<file path="src/rtl/pulse_train_if.sv">
// Command/status bundle between a pattern controller and pulse_train_gen.
interface pulse_train_if #(
    parameter int unsigned WIDTH = 8,
    parameter int unsigned REP_W = 4
);
    logic [WIDTH-1:0] value;
    logic             load;
    logic [REP_W-1:0] reps;
    logic             msb_first;
    logic             stop;
    logic             pulse;
    logic             busy;
    logic             done;

    modport master (
        output value, load, reps, msb_first, stop,
        input  pulse, busy, done
    );

    modport slave (
        input  value, load, reps, msb_first, stop,
        output pulse, busy, done
    );
endinterface

</file>
<file path="src/rtl/pulse_train_gen.sv">
// Serialises a WIDTH-bit pattern (reps+1 passes) onto a registered pulse line with busy/done.
// Optional PULSE_TRAIN_GAP_EN inserts one idle-low cycle between consecutive passes.
module pulse_train_gen #(
    parameter int unsigned WIDTH = 8,
    parameter int unsigned REP_W = 4
) (
    input  logic          Clk,
    input  logic          Clr_n,
    pulse_train_if.slave  bus
);
    localparam int unsigned BCNT_W = (WIDTH > 1) ? $clog2(WIDTH) : 1;
    localparam logic [BCNT_W-1:0] BCNT_LAST = BCNT_W'(WIDTH - 1);

    typedef enum logic [1:0] {
        ST_IDLE  = 2'd0,
`ifdef PULSE_TRAIN_GAP_EN
        ST_SHIFT = 2'd1,
        ST_GAP   = 2'd2
`else
        ST_SHIFT = 2'd1
`endif
    } state_t;

    state_t              state_q, state_d;
    logic [WIDTH-1:0]    sr_q, sr_d;
    logic [BCNT_W-1:0]   bcnt_q, bcnt_d;
    logic [REP_W-1:0]    pcnt_q, pcnt_d;
    logic                dir_q, dir_d;
    logic                pulse_q, pulse_d;
    logic                busy_q, busy_d;
    logic                done_q, done_d;

    logic [WIDTH-1:0]    sr_rot;
    logic                next_bit;

    // Rotation keeps the pattern intact so later passes replay it unchanged.
    assign sr_rot   = dir_q ? {sr_q[WIDTH-2:0], sr_q[WIDTH-1]} : {sr_q[0], sr_q[WIDTH-1:1]};
    assign next_bit = dir_q ? sr_rot[WIDTH-1] : sr_rot[0];

    always_comb begin
        state_d = state_q;
        sr_d    = sr_q;
        bcnt_d  = bcnt_q;
        pcnt_d  = pcnt_q;
        dir_d   = dir_q;
        pulse_d = 1'b0;
        done_d  = 1'b0;

        if (bus.stop) begin
            state_d = ST_IDLE;
        end else begin
            case (state_q)
                ST_IDLE: begin
                    if (bus.load) begin
                        sr_d    = bus.value;
                        pcnt_d  = bus.reps;
                        dir_d   = bus.msb_first;
                        bcnt_d  = '0;
                        state_d = ST_SHIFT;
                        pulse_d = bus.msb_first ? bus.value[WIDTH-1] : bus.value[0];
                    end
                end
                ST_SHIFT: begin
                    sr_d = sr_rot;
                    if (bcnt_q != BCNT_LAST) begin
                        bcnt_d  = bcnt_q + BCNT_W'(1);
                        pulse_d = next_bit;
                    end else if (pcnt_q != '0) begin
                        pcnt_d = pcnt_q - REP_W'(1);
                        bcnt_d = '0;
`ifdef PULSE_TRAIN_GAP_EN
                        state_d = ST_GAP;
`else
                        pulse_d = next_bit;
`endif
                    end else begin
                        state_d = ST_IDLE;
                        done_d  = 1'b1;
                    end
                end
`ifdef PULSE_TRAIN_GAP_EN
                // sr already holds the pattern realigned to its first bit.
                ST_GAP: begin
                    state_d = ST_SHIFT;
                    pulse_d = dir_q ? sr_q[WIDTH-1] : sr_q[0];
                end
`endif
                default: state_d = ST_IDLE;
            endcase
        end

        busy_d = (state_d != ST_IDLE);
    end

    always_ff @(posedge Clk or negedge Clr_n) begin
        if (!Clr_n) begin
            state_q <= ST_IDLE;
            sr_q    <= '0;
            bcnt_q  <= '0;
            pcnt_q  <= '0;
            dir_q   <= 1'b0;
            pulse_q <= 1'b0;
            busy_q  <= 1'b0;
            done_q  <= 1'b0;
        end else begin
            state_q <= state_d;
            sr_q    <= sr_d;
            bcnt_q  <= bcnt_d;
            pcnt_q  <= pcnt_d;
            dir_q   <= dir_d;
            pulse_q <= pulse_d;
            busy_q  <= busy_d;
            done_q  <= done_d;
        end
    end

    assign bus.pulse = pulse_q;
    assign bus.busy  = busy_q;
    assign bus.done  = done_q;
endmodule
</file>
<file path="src/flat_wrapper.sv">
// flat-port wrapper written by rule: the top's interface ports become plain ports
module pulse_train_gen_flat 
#(
    parameter int unsigned WIDTH = 8,
    parameter int unsigned REP_W = 4
)
  (Clk, Clr_n, bus_value, bus_load, bus_reps, bus_msb_first, bus_stop, bus_pulse, bus_busy, bus_done);
  pulse_train_if #(.WIDTH(WIDTH), .REP_W(REP_W)) bus_i ();
  input  logic Clk;
  input  logic Clr_n;
  input wire logic [$bits(bus_i.value)-1:0] bus_value;
  input wire logic [$bits(bus_i.load)-1:0] bus_load;
  input wire logic [$bits(bus_i.reps)-1:0] bus_reps;
  input wire logic [$bits(bus_i.msb_first)-1:0] bus_msb_first;
  input wire logic [$bits(bus_i.stop)-1:0] bus_stop;
  output wire logic [$bits(bus_i.pulse)-1:0] bus_pulse;
  output wire logic [$bits(bus_i.busy)-1:0] bus_busy;
  output wire logic [$bits(bus_i.done)-1:0] bus_done;
  assign bus_i.value = bus_value;
  assign bus_i.load = bus_load;
  assign bus_i.reps = bus_reps;
  assign bus_i.msb_first = bus_msb_first;
  assign bus_i.stop = bus_stop;
  assign bus_pulse = bus_i.pulse;
  assign bus_busy = bus_i.busy;
  assign bus_done = bus_i.done;
  pulse_train_gen #(.WIDTH(WIDTH), .REP_W(REP_W)) u_core (.Clk(Clk), .Clr_n(Clr_n), .bus(bus_i));
endmodule
</file>
<file path="config.mk">
export PLATFORM = sky130hd
export DESIGN_NAME = pulse_train_gen_flat
export DESIGN_NICKNAME = d
export VERILOG_FILES = /design/src/rtl/pulse_train_if.sv /design/src/rtl/pulse_train_gen.sv /design/src/flat_wrapper.sv
export SDC_FILE = /design/constraint.sdc
export NUM_CORES = 1
export LEC_CHECK = 0
export BUFFER_PORTS_ARGS = -buffer_cell sky130_fd_sc_hd__buf_2
export CAP_MARGIN = 20
export CORE_MARGIN = 3
export CORE_UTILIZATION = 40
export CTS_BUF_LIST = sky130_fd_sc_hd__clkbuf_8
export CTS_CLUSTER_SIZE = 24
export DETAILED_ROUTE_END_ITERATION = 7
export RECOVER_POWER = 100
export SYNTH_ARGS = -nofsm -noshare
export SYNTH_HDL_FRONTEND = slang
export SYNTH_SLANG_ARGS = --single-unit
</file>
<file path="constraint.sdc">
create_clock -name Clk -period 1.9 [get_ports Clk]
set_input_delay 0.19 -clock Clk [delete_from_list [all_inputs] [get_ports Clk]]
set_output_delay 0.19 -clock Clk [all_outputs]
set_load 0.01 [all_outputs]
</file>
==> results by group, run 1 <==
Global route
  • Largest net degree at the start of global routing: 22
  • Vias in the first global route: 946
  • Total gr overflow: 0
  • Global router's overall resource usage: 0.1481
  • First-pass GRT wire length: approximately 4700 um
  • Initial antenna violation count: 0

Synth
  • Mapped Cells: ~110
  • Share of the synthesized area in the top cell type: 0.4019
  • Post-synthesis cell type count: 34
  • Post-synth top area cell: dfrtp_1
  • Syn avg cell area: 11.57 um^2
  • Post-Syn Area: 1308 um^2
  • Synthesis-stage register bit count: 21
  • Synthesis Warnings: 0
  • Mapped Nets: 134
  • Synth area leaders: dfrtp_1 40%, mux2_2 9.5%, mux2_4 9.2%
  • Sequential fraction of the synthesis area: 0.4019

Critical path
  • Crit end category: register
  • Crit path max fanout: 12
  • Reg-to-Reg Start: u_core.state_q[1]$_DFF_PN0_
  • CP Class: register to register
  • CP arrival: between 1.5 and 2 ns
  • Worst setup SP type: register
  • CP startpoint: u_core.state_q[1]$_DFF_PN0_
  • Worst EP required: 2.04 ns

Drt
  • WL per Instance: 14.80 um
  • Drt pass-1 iters: 4
  • Post-DRT Antenna Nets: 0
  • Iter 0 DRT Violations: 59
  • Post-DR vias/cell: 5.268
  • Drt total wl: roughly 2600 um
  • # DRC: 0
  • Via count: 943

STA
  • FMAX: 582.4 MHz
  • Final Slew Violations: 0
  • RSZ-0062 raised after global routing: no
  • Actual slew at the worst max-slew pin: ~1.2 ns
  • Hold Slack: between 0.15 and 0.2 ns
  • Min Tclk post-route: 1.717 ns
  • Fin Setup TNS: 0 ns
  • Hold Fails Final Rpt: 0
  • Slew margin rel.: 0.2159
  • Setup Skew: 0.002490 ns
  • Final count of negative-setup-slack endpoints: 0
  • Fin crit share: 0.9038

Die
  • Initial Utilization: 0.4248
  • Die span in y: roughly 63 um
  • DIE AREA: 3991 um^2
  • Core box area: between 3000 and 4000 um^2
  • # IOs: 20
  • Die Width: between 60 and 70 um
  • Cell Rows: 20

CTS
  • Number of post-CTS setup repair buffers: 0
  • Clock slew at reported path FFs: ~0.070 ns
  • Longest Clk Path Bufs: 2
  • Sinks on Clock Net: 21
  • Total CTS buffers: 3
  • H-tree Lvls: 1
  • CTS tree: built
  • Clk root buf: clkbuf_8
  • Worst skew pair latency: approximately 0.26 ns

Pwr
  • Maximum VDD drop: around 0.5 mV
  • PD cells: 845.2 nW/um^2
  • Pleak: approximately 0.62 nW

Final layout
  • Most frequent cells in the layout: 21 x dfrtp_1, 15 x mux2_1, 15 x buf_2, 11 x mux2_2, 6 x nand2_1
  • Nets: 157
  • Filler cell count: just over 300
  • Final core utilization: 0.4768
  • Leading cell type in the layout, fill and taps excluded: dfrtp_1
  • Area delta synth->final: 12.25%
  • Finished Cell Area: between 1000 and 1500 um^2
  • Share of layout cells above drive strength 1: 0.2741
  • Inserted Diodes: 0

Run
  • Max-cap violations: 0

Min path
  • Hold Path Origin: bus_msb_first
  • Hold Crit Class: primary input to register

Place
  • IO buf count: 19
  • Hpwl dp: between 1500 and 2000 um
  • RePlAce Congestion: 0.8141
  • DP Area: around 1400 um^2

Outcome
  • Status: completed
-- flip-flops by register name, indices dropped and copies added (netlist names) --
register	flops
u_core.state_q	2
u_core.bus.busy	1
u_core.sr_q	8
u_core.pcnt_q	4
u_core.bcnt_q	3
u_core.bus.pulse	1
u_core.bus.done	1
u_core.dir_q	1
-- cell usage after synthesis --
library cell	count
conb_1	1
inv_1	3
a2111oi_0	1
nor3_1	3
nor2b_1	2
a2111oi_2	1
nor3b_1	3
nand2_1	6
ha_1	4
o41ai_1	1
mux2_1	8
nand4bb_1	2
a22oi_1	2
a32oi_1	2
mux2_4	8
or3b_1	1
a21oi_1	3
buf_4	1
dfrtp_1	21
buf_2	2
buf_6	2
or3_1	1
nor2b_2	1
clkbuf_1	2
o21a_1	1
o21ai_0	4
nand2b_1	2
mux2i_1	1
nor4b_1	1
nand3b_1	2
a2bb2oi_1	3
o22ai_1	4
mux2_2	11
nor2_1	3
-- worst max-delay path, stage by stage, from the launching register on --
cell,delay (ns)
dfrtp_1,0.40
clkbuf_2,0.21
or3b_1,0.50
nor2_1,0.15
mux2_1,0.33
-- metal layers --
layer / track usage / wire [um] / vias to the layer above
met2: 0.2292 / 1227 / 15
met3: 0.03209 / 77 / 4
li1: - / - / 463
met4: 0.04043 / 31 / 0
met1: 0.2090 / 1312 / 461
met5: 0 / 0 / -
-- logic make-up after synthesis --
group / Yosys count / synth area share
and+or+nand+nor: 27 / 0.1273
AOI/OAI and AO/OA: 22 / 0.1215
buffers and inverters: 10 / 0.04498
adders and majority gates: 4 / 0.03828
muxes: 28 / 0.2632
other: 1 / 0.002868
DFF: 21 / 0.4019
-- where the power goes --
| part | switching [W] | internal, W | total [W] |
|---|---|---|---|
| sequential | 0.0000969 | 0.000532 | 0.000629 |
| clock | 0.000142 | 0.000144 | 0.000286 |
| combinational | 0.000137 | 0.000188 | 0.000326 |
| total | 0.000376 | 0.000865 | 0.00124 |
-- per-stage QoR --
stage | power, W | setup slack, ns | instances
2_1_floorplan | 0.0008970 | 0.4164 | 113
3_3_place_gp | 0.0009777 | 0.2542 | 174
3_5_place_dp | 0.0009908 | 0.2173 | 174
4_1_cts | 0.001288 | 0.1895 | 179
5_1_grt | 0.001342 | 0.04543 | 179
6_report | 0.001240 | 0.1828 | 179
-- repair_timing --
item | CTS | global route
hold buffers | 1 | 0
endpoints found under the setup margin | 0 | 1
gates resized for setup | 0 | 1
endpoints found under the hold margin | 21 | 0
-- final timing paths --
path                                                     end  depth (start not counted)  slack (ns)
worst max-delay path                u_core.dir_q$_DFFE_PN0P_                          4        0.18
worst min-delay path                u_core.dir_q$_DFFE_PN0P_                          2        0.17
worst max register to register      u_core.dir_q$_DFFE_PN0P_                          4        0.18
worst min register to register    u_core.sr_q[3]$_DFFE_PN0P_                          1        0.53
max in group asynchronous       u_core.bcnt_q[2]$_DFFE_PN0P_                          2        0.51
min in group asynchronous         u_core.sr_q[4]$_DFFE_PN0P_                          2        0.68
-- final cells by class --
cell class	count	area, um^2	share of cell area
Clock buffer	3	41.29	0.02813
Clock inverter	1	3.754	0.002558
Inverter	3	11.26	0.007673
Multi-Input combinational cell	82	698.2	0.4757
Sequential cell	21	525.5	0.3581
Tap cell	44	55.05	0.03751
Timing Repair Buffer	25	132.6	0.09037
Note: power is estimated with default switching activity, not from simulation.
==> run 2, diff against run 1 <==
--- a/config.mk
+++ b/config.mk
@@ -13,6 +13,7 @@
 export CTS_CLUSTER_SIZE = 24
 export DETAILED_ROUTE_END_ITERATION = 7
 export RECOVER_POWER = 100
+export REMOVE_ABC_BUFFERS = 1
 export SYNTH_ARGS = -nofsm -noshare
 export SYNTH_HDL_FRONTEND = slang
 export SYNTH_SLANG_ARGS = --single-unit
==> run 2 against run 1 <==
Routed wire length is 2.2% lower. Register-to-register slack worse by 0.04 ns. Hold slack better by 0.0079 ns. Utilization is 1.7 points higher. Largest cell class unchanged. Largest power group unchanged.
==> results by group, run 2 (synthesized netlist as in run 1, its figures left out) <==
Pwr
  • PD cells: 840.1 nW/um^2 (-0.60%)
  • Pleak: 0.6509 nW (+4.3%)
  • Maximum VDD drop: 0.4070 mV (-18%)

Drt
  • Post-DR vias/cell: 5.261 (-0.13%)
  • Drt pass-1 iters: 4 (unchanged)
  • WL per Instance: 14.39 um (-2.8%)
  • Drt total wl: 2590 um (-2.2%)
  • Post-DRT Antenna Nets: 0 (unchanged)
  • Via count: 947 (+0.42%)
  • Iter 0 DRT Violations: 52 (-12%)
  • # DRC: 0 (unchanged)

CTS
  • H-tree Lvls: 1 (unchanged)
  • Worst skew pair latency: 0.26 ns (about the same)
  • Sinks on Clock Net: 21 (unchanged)
  • Longest Clk Path Bufs: 2 (unchanged)
  • CTS tree: built
  • Clk root buf: clkbuf_8
  • Total CTS buffers: 3 (unchanged)
  • Clock slew at reported path FFs: 0.08 ns (about the same)
  • Number of post-CTS setup repair buffers: 0 (unchanged)

Die
  • Initial Utilization: 0.4248 (unchanged)
  • Core box area: 3078 um^2 (unchanged)
  • # IOs: 20 (unchanged)
  • DIE AREA: 3991 um^2 (unchanged)
  • Die Width: 63.18 um (unchanged)
  • Cell Rows: 20 (unchanged)
  • Die span in y: 63.18 um (unchanged)

Final layout
  • Share of layout cells above drive strength 1: 0.3382 (+0.06416)
  • Leading cell type in the layout, fill and taps excluded: dfrtp_1
  • Most frequent cells in the layout: 21 x dfrtp_1, 15 x buf_2, 11 x mux2_2, 8 x mux2_1, 8 x mux2_4
  • Most flops, register: u_core.sr_q
  • Nets: 158 (+0.64%)
  • Finished Cell Area: 1520 um^2 (+3.6%)
  • Inserted Diodes: 0 (unchanged)
  • Max FFs per register: 8 (unchanged)
  • Biggest regs: u_core.sr_q (8), u_core.pcnt_q (4), u_core.bcnt_q (3)
  • Area delta synth->final: 16.27%

Global route
  • Largest net degree at the start of global routing: 22 (unchanged)
  • Initial antenna violation count: 0 (unchanged)
  • Global router's overall resource usage: 0.1500 (+0.001885)
  • First-pass GRT wire length: 4767 um (+2.1%)
  • Total gr overflow: 0 (unchanged)
  • Vias in the first global route: 1,054 (+11%)

Place
  • RePlAce Congestion: 0.8130 (-0.14%)
  • Hpwl dp: 1906 um (+0.12%)
  • Place WS: 0.1729 ns (-0.04438 ns)
  • IO buf count: 19 (unchanged)
  • DP Area: 1455 um^2 (+0.52%)

Critical path
  • CP startpoint: u_core.state_q[1]$_DFF_PN0_
  • Crit end category: register
  • Reg-to-Reg Start: u_core.state_q[1]$_DFF_PN0_
  • CP arrival: 1.90 ns (+0.04 ns)
  • Worst setup SP type: register
  • Crit path max fanout: 14 (+2)
  • Worst EP required: 2.05 ns (about the same)
  • CP Class: register to register

STA
  • FMAX: 569.6 MHz (-2.2%)
  • Fin Setup TNS: 0 ns (unchanged)
  • Hold Fails Final Rpt: 0 (unchanged)
  • Min Tclk post-route: 1.756 ns (+0.03858 ns)
  • Fin crit share: 0.9241 (+0.02030)
  • Hold Slack: 0.1797 ns (+0.007861 ns)
  • Final worst slack: 0.1443 ns (-0.03858 ns)
  • Actual slew at the worst max-slew pin: 1.125 ns (-0.05153 ns)
  • Final count of negative-setup-slack endpoints: 0 (unchanged)
  • Slew margin rel.: 0.2503 (+0.03436)
  • Final Slew Violations: 0 (unchanged)
  • Setup Skew: 0.002320 ns (-0.0001702 ns)
  • RSZ-0062 raised after global routing: no

Min path
  • Hold Path Origin: bus_msb_first
  • Hold Crit Class: primary input to register

Outcome
  • Status: completed

Run
  • Max-cap violations: 0 (unchanged)
## run 2: layer usage
layer / up-vias / global-route usage / part of all wire
li1: 463 / - / -
met1: 463 / 0.1978 / 0.47
met2: 16 / 0.2358 / 0.48
met3: 5 / 0.02139 / 0.027
met4: 0 / 0.08356 / 0.018
met5: - / 0 / 0
## run 2: timing repair
action	CTS	global route
endpoints found under the setup margin	0	2
resized for setup	0	2
endpoints found under the hold margin	21	0
hold buffers	1	0
## run 2: per-stage QoR
| stage | power (W) | utilization | std cells |
|---|---|---|---|
| 2_1_floorplan | 0.0008784 | - | 106 |
| 3_3_place_gp | 0.0009773 | 0.4728 | 175 |
| 3_5_place_dp | 0.0009908 | 0.4728 | 175 |
| 4_1_cts | 0.001291 | 0.4911 | 180 |
| 5_1_grt | 0.001380 | 0.4939 | 180 |
| 6_report | 0.001277 | 0.4939 | 180 |
## run 2: power by group
group,internal [W],switching [W]
combinational,0.000221,0.000136
clock,0.000146,0.000143
sequential,0.000532,0.0000990
## run 2: final timing paths
kind | endpoint | slack [ns] | cells past startpoint
hold reg to reg | u_core.bcnt_q[1]$_DFFE_PN0P_ | 0.53 | 2
hold / removal | u_core.dir_q$_DFFE_PN0P_ | 0.18 | 2
min in group asynchronous | u_core.pcnt_q[2]$_DFFE_PN0P_ | 0.67 | 2
setup reg to reg | u_core.sr_q[0]$_DFFE_PN0P_ | 0.14 | 4
setup / recovery | u_core.sr_q[0]$_DFFE_PN0P_ | 0.14 | 4
max in group asynchronous | u_core.bus.busy$_DFF_PN0_ | 0.57 | 2
## run 2: cell type report
class / count / area (um^2)
Sequential cell: 21 / 525.5
Clock buffer: 3 / 41.29
Clock inverter: 1 / 5.005
Fill cell: 292 / 1558
Timing Repair Buffer: 26 / 145.1
Multi-Input combinational cell: 82 / 737.0
Tap cell: 44 / 55.05
Inverter: 3 / 11.26
## run 2: critical path, stage by stage (launching register included)
cell and delay (ns):
dfrtp_1 0.55, nor2b_2 0.23, clkbuf_4 0.25, mux2_2 0.35, mux2_4 0.25
==> run 3, diff against run 2 <==
--- a/config.mk
+++ b/config.mk
@@ -8,7 +8,7 @@
 export BUFFER_PORTS_ARGS = -buffer_cell sky130_fd_sc_hd__buf_2
 export CAP_MARGIN = 20
 export CORE_MARGIN = 3
-export CORE_UTILIZATION = 40
+export CORE_UTILIZATION = 25
 export CTS_BUF_LIST = sky130_fd_sc_hd__clkbuf_8
 export CTS_CLUSTER_SIZE = 24
 export DETAILED_ROUTE_END_ITERATION = 7
==> run 3 against run 2 <==
Design area down 0.58%. Global-route usage down 5.3 points. First-iteration DRC count down 42%. Flip-flop and latch count unchanged. Fmax up 1.6%. Via count up 3.7%. Routed wire length up 7.0%. Utilization down 18 points. Critical path depth up 2. Critical path type unchanged. Largest cell class unchanged.
==> results by group, run 3 (synthesized netlist as in run 1, its figures left out) <==
Place
  • Hpwl dp: 2134 um (+12%)
  • RePlAce Congestion: 0.8281 (+1.9%)
  • IO buf count: 19 (unchanged)

CTS
  • CTS Hold Bufs: 1 (unchanged)
  • Worst skew pair latency: 0.26 ns (about the same)
  • CTS tree: built
  • Clock slew at reported path FFs: 0.08 ns (about the same)
  • H-tree Lvls: 1 (unchanged)
  • Longest Clk Path Bufs: 2 (unchanged)
  • Sinks on Clock Net: 21 (unchanged)
  • Clk root buf: clkbuf_8
  • Total CTS buffers: 3 (unchanged)
  • Number of post-CTS setup repair buffers: 0 (unchanged)
  • Post-CTS sizing: 0 (unchanged)

Final layout
  • Nets: 159 (+0.63%)
  • Area delta synth->final: 15.60%
  • Most frequent cells in the layout: 21 x dfrtp_1, 15 x mux2_1, 15 x buf_2, 11 x mux2_2
  • Final core utilization: 0.3097 (-0.1842)
  • Leading cell type in the layout, fill and taps excluded: dfrtp_1
  • Inserted Diodes: 0 (unchanged)
  • Max FFs per register: 8 (unchanged)
  • Biggest regs: u_core.sr_q (8), u_core.pcnt_q (4), u_core.bcnt_q (3)
  • Most flops, register: u_core.sr_q
  • Share of layout cells above drive strength 1: 0.2774 (-0.06086)
  • Filler cell count: 515 (+76%)

Die
  • Core box area: 4880 um^2 (+59%)
  • Cell Rows: 25 (+25%)
  • # IOs: 20 (unchanged)
  • Die span in y: 78.32 um (+24%)
  • Die Width: 78.32 um (+24%)
  • DIE AREA: 6134 um^2 (+54%)
  • Initial Utilization: 0.2679 (-0.1568)

STA
  • Final Slew Violations: 0 (unchanged)
  • RSZ-0062 raised after global routing: no
  • Min Tclk post-route: 1.728 ns (-0.02801 ns)
  • Fin Setup TNS: 0 ns (unchanged)
  • Hold Slack: 0.1880 ns (+0.008285 ns)
  • Fin crit share: 0.9093 (-0.01474)
  • Slew margin rel.: 0.2292 (-0.02110)
  • Actual slew at the worst max-slew pin: 1.156 ns (+0.03165 ns)
  • Setup Skew: 0.003355 ns (+0.001035 ns)
  • Final count of negative-setup-slack endpoints: 0 (unchanged)
  • FMAX: 578.8 MHz (+1.6%)
  • Hold Fails Final Rpt: 0 (unchanged)

Critical path
  • Worst setup SP type: register
  • Worst EP required: 2.08 ns (+0.03 ns)
  • CP Class: register to register
  • CP Cell Sequence: inv_1 -> ha_1 -> nor3b_1 -> clkbuf_1 -> a2111oi_2 -> a2bb2oi_1
  • Delay of the slowest critical-path stage: 0.42 ns (-0.13 ns)
  • Crit path max fanout: 5 (-9)
  • CP arrival: 1.91 ns (about the same)
  • Master of the slowest instance on the critical path: dfrtp_1
  • Crit end category: register

Global route
  • Vias in the first global route: 1,032 (-2.1%)
  • Global router's overall resource usage: 0.09683 (-0.05319)
  • Total gr overflow: 0 (unchanged)
  • First-pass GRT wire length: 4719 um (-1.0%)
  • Largest net degree at the start of global routing: 22 (unchanged)
  • Initial antenna violation count: 0 (unchanged)

Drt
  • Post-DRT Antenna Nets: 0 (unchanged)
  • Iter 0 DRT Violations: 30 (-42%)
  • Drt pass-1 iters: 4 (unchanged)
  • Via count: 982 (+3.7%)
  • Drt total wl: 2772 um (+7.0%)
  • Post-DR vias/cell: 4.814 (-8.5%)
  • WL per Instance: 13.59 um (-5.6%)
  • # DRC: 0 (unchanged)

Pwr
  • Pleak: 0.6311 nW (-3.0%)
  • Maximum VDD drop: 0.3905 mV (-4.1%)
  • PD cells: 828.1 nW/um^2 (-1.4%)

Min path
  • Hold Crit Class: primary input to register

Outcome
  • Status: completed

Run
  • Max-cap violations: 0 (unchanged)
## run 3: changes by cell type in the layout (fill, tap and decap cells not counted)
cell       change
a2111oi_0      +1
a2111oi_1      -1
a2111oi_2      +1
a2111oi_4      -1
buf_4          +1
clkbuf_1       +1
clkbuf_4       -1
clkinv_2       -1
inv_1          +1
mux2_1         +7
mux2_4         -7
## run 3: path summary, 6_finish.rpt
path / startpoint / end / slack, ns / depth (start not counted)
min in group asynchronous: Clr_n / u_core.sr_q[4]$_DFFE_PN0P_ / 0.67 / 2
max in group asynchronous: Clr_n / u_core.bcnt_q[2]$_DFFE_PN0P_ / 0.54 / 2
setup / recovery: u_core.pcnt_q[0]$_DFFE_PN0P_ / u_core.pcnt_q[0]$_DFFE_PN0P_ / 0.17 / 6
hold reg to reg: u_core.sr_q[0]$_DFFE_PN0P_ / u_core.sr_q[0]$_DFFE_PN0P_ / 0.51 / 1
hold / removal: bus_msb_first / u_core.dir_q$_DFFE_PN0P_ / 0.19 / 2
setup reg to reg: u_core.pcnt_q[0]$_DFFE_PN0P_ / u_core.pcnt_q[0]$_DFFE_PN0P_ / 0.17 / 6
## run 3: cell type report
cell class                      count  area, um^2  share of cell area
Multi-Input combinational cell     82       696.9              0.4611
Timing Repair Buffer               27       148.9             0.09851
Sequential cell                    21       525.5              0.3477
Tap cell                           67       83.83             0.05546
Clock buffer                        3       41.29             0.02732
Inverter                            3       11.26            0.007450
Clock inverter                      1       3.754            0.002483
## run 3: routing by layer
layer | track usage | wire length [um] | vias to the layer above
met5 | 0 | 0 | -
met4 | 0.04196 | 51 | 0
met3 | 0.01606 | 119 | 5
met2 | 0.1712 | 1378 | 29
met1 | 0.1150 | 1223 | 481
li1 | - | - | 467
## run 3: per-stage QoR
step	setup slack [ns]	cell area [um^2]	total power [W]	std cells
finish	0.1723	1511	0.001252	204
global route	0.02242	1511	0.001333	204
CTS	0.1497	1546	0.001297	204
detailed placement	0.1737	1491	0.001003	199
global placement	0.2793	1491	0.0009754	199
floorplan	0.2113	1260	0.0008784	106
## run 3: worst max-delay path: cells and delay by family, from the launching register on
family	cells	cell delay [ns]
AOI/OAI and AO/OA	2	0.61
DFF	1	0.42
buffers and inverters	2	0.23
adders and majority gates	1	0.23
and+or+nand+nor	1	0.17
## run 3: where the power goes
group          switching [W]  total [W]  internal [W]
Clock               0.000148   0.000292      0.000144
Sequential         0.0000962   0.000628      0.000532
Combinational       0.000140   0.000332      0.000192
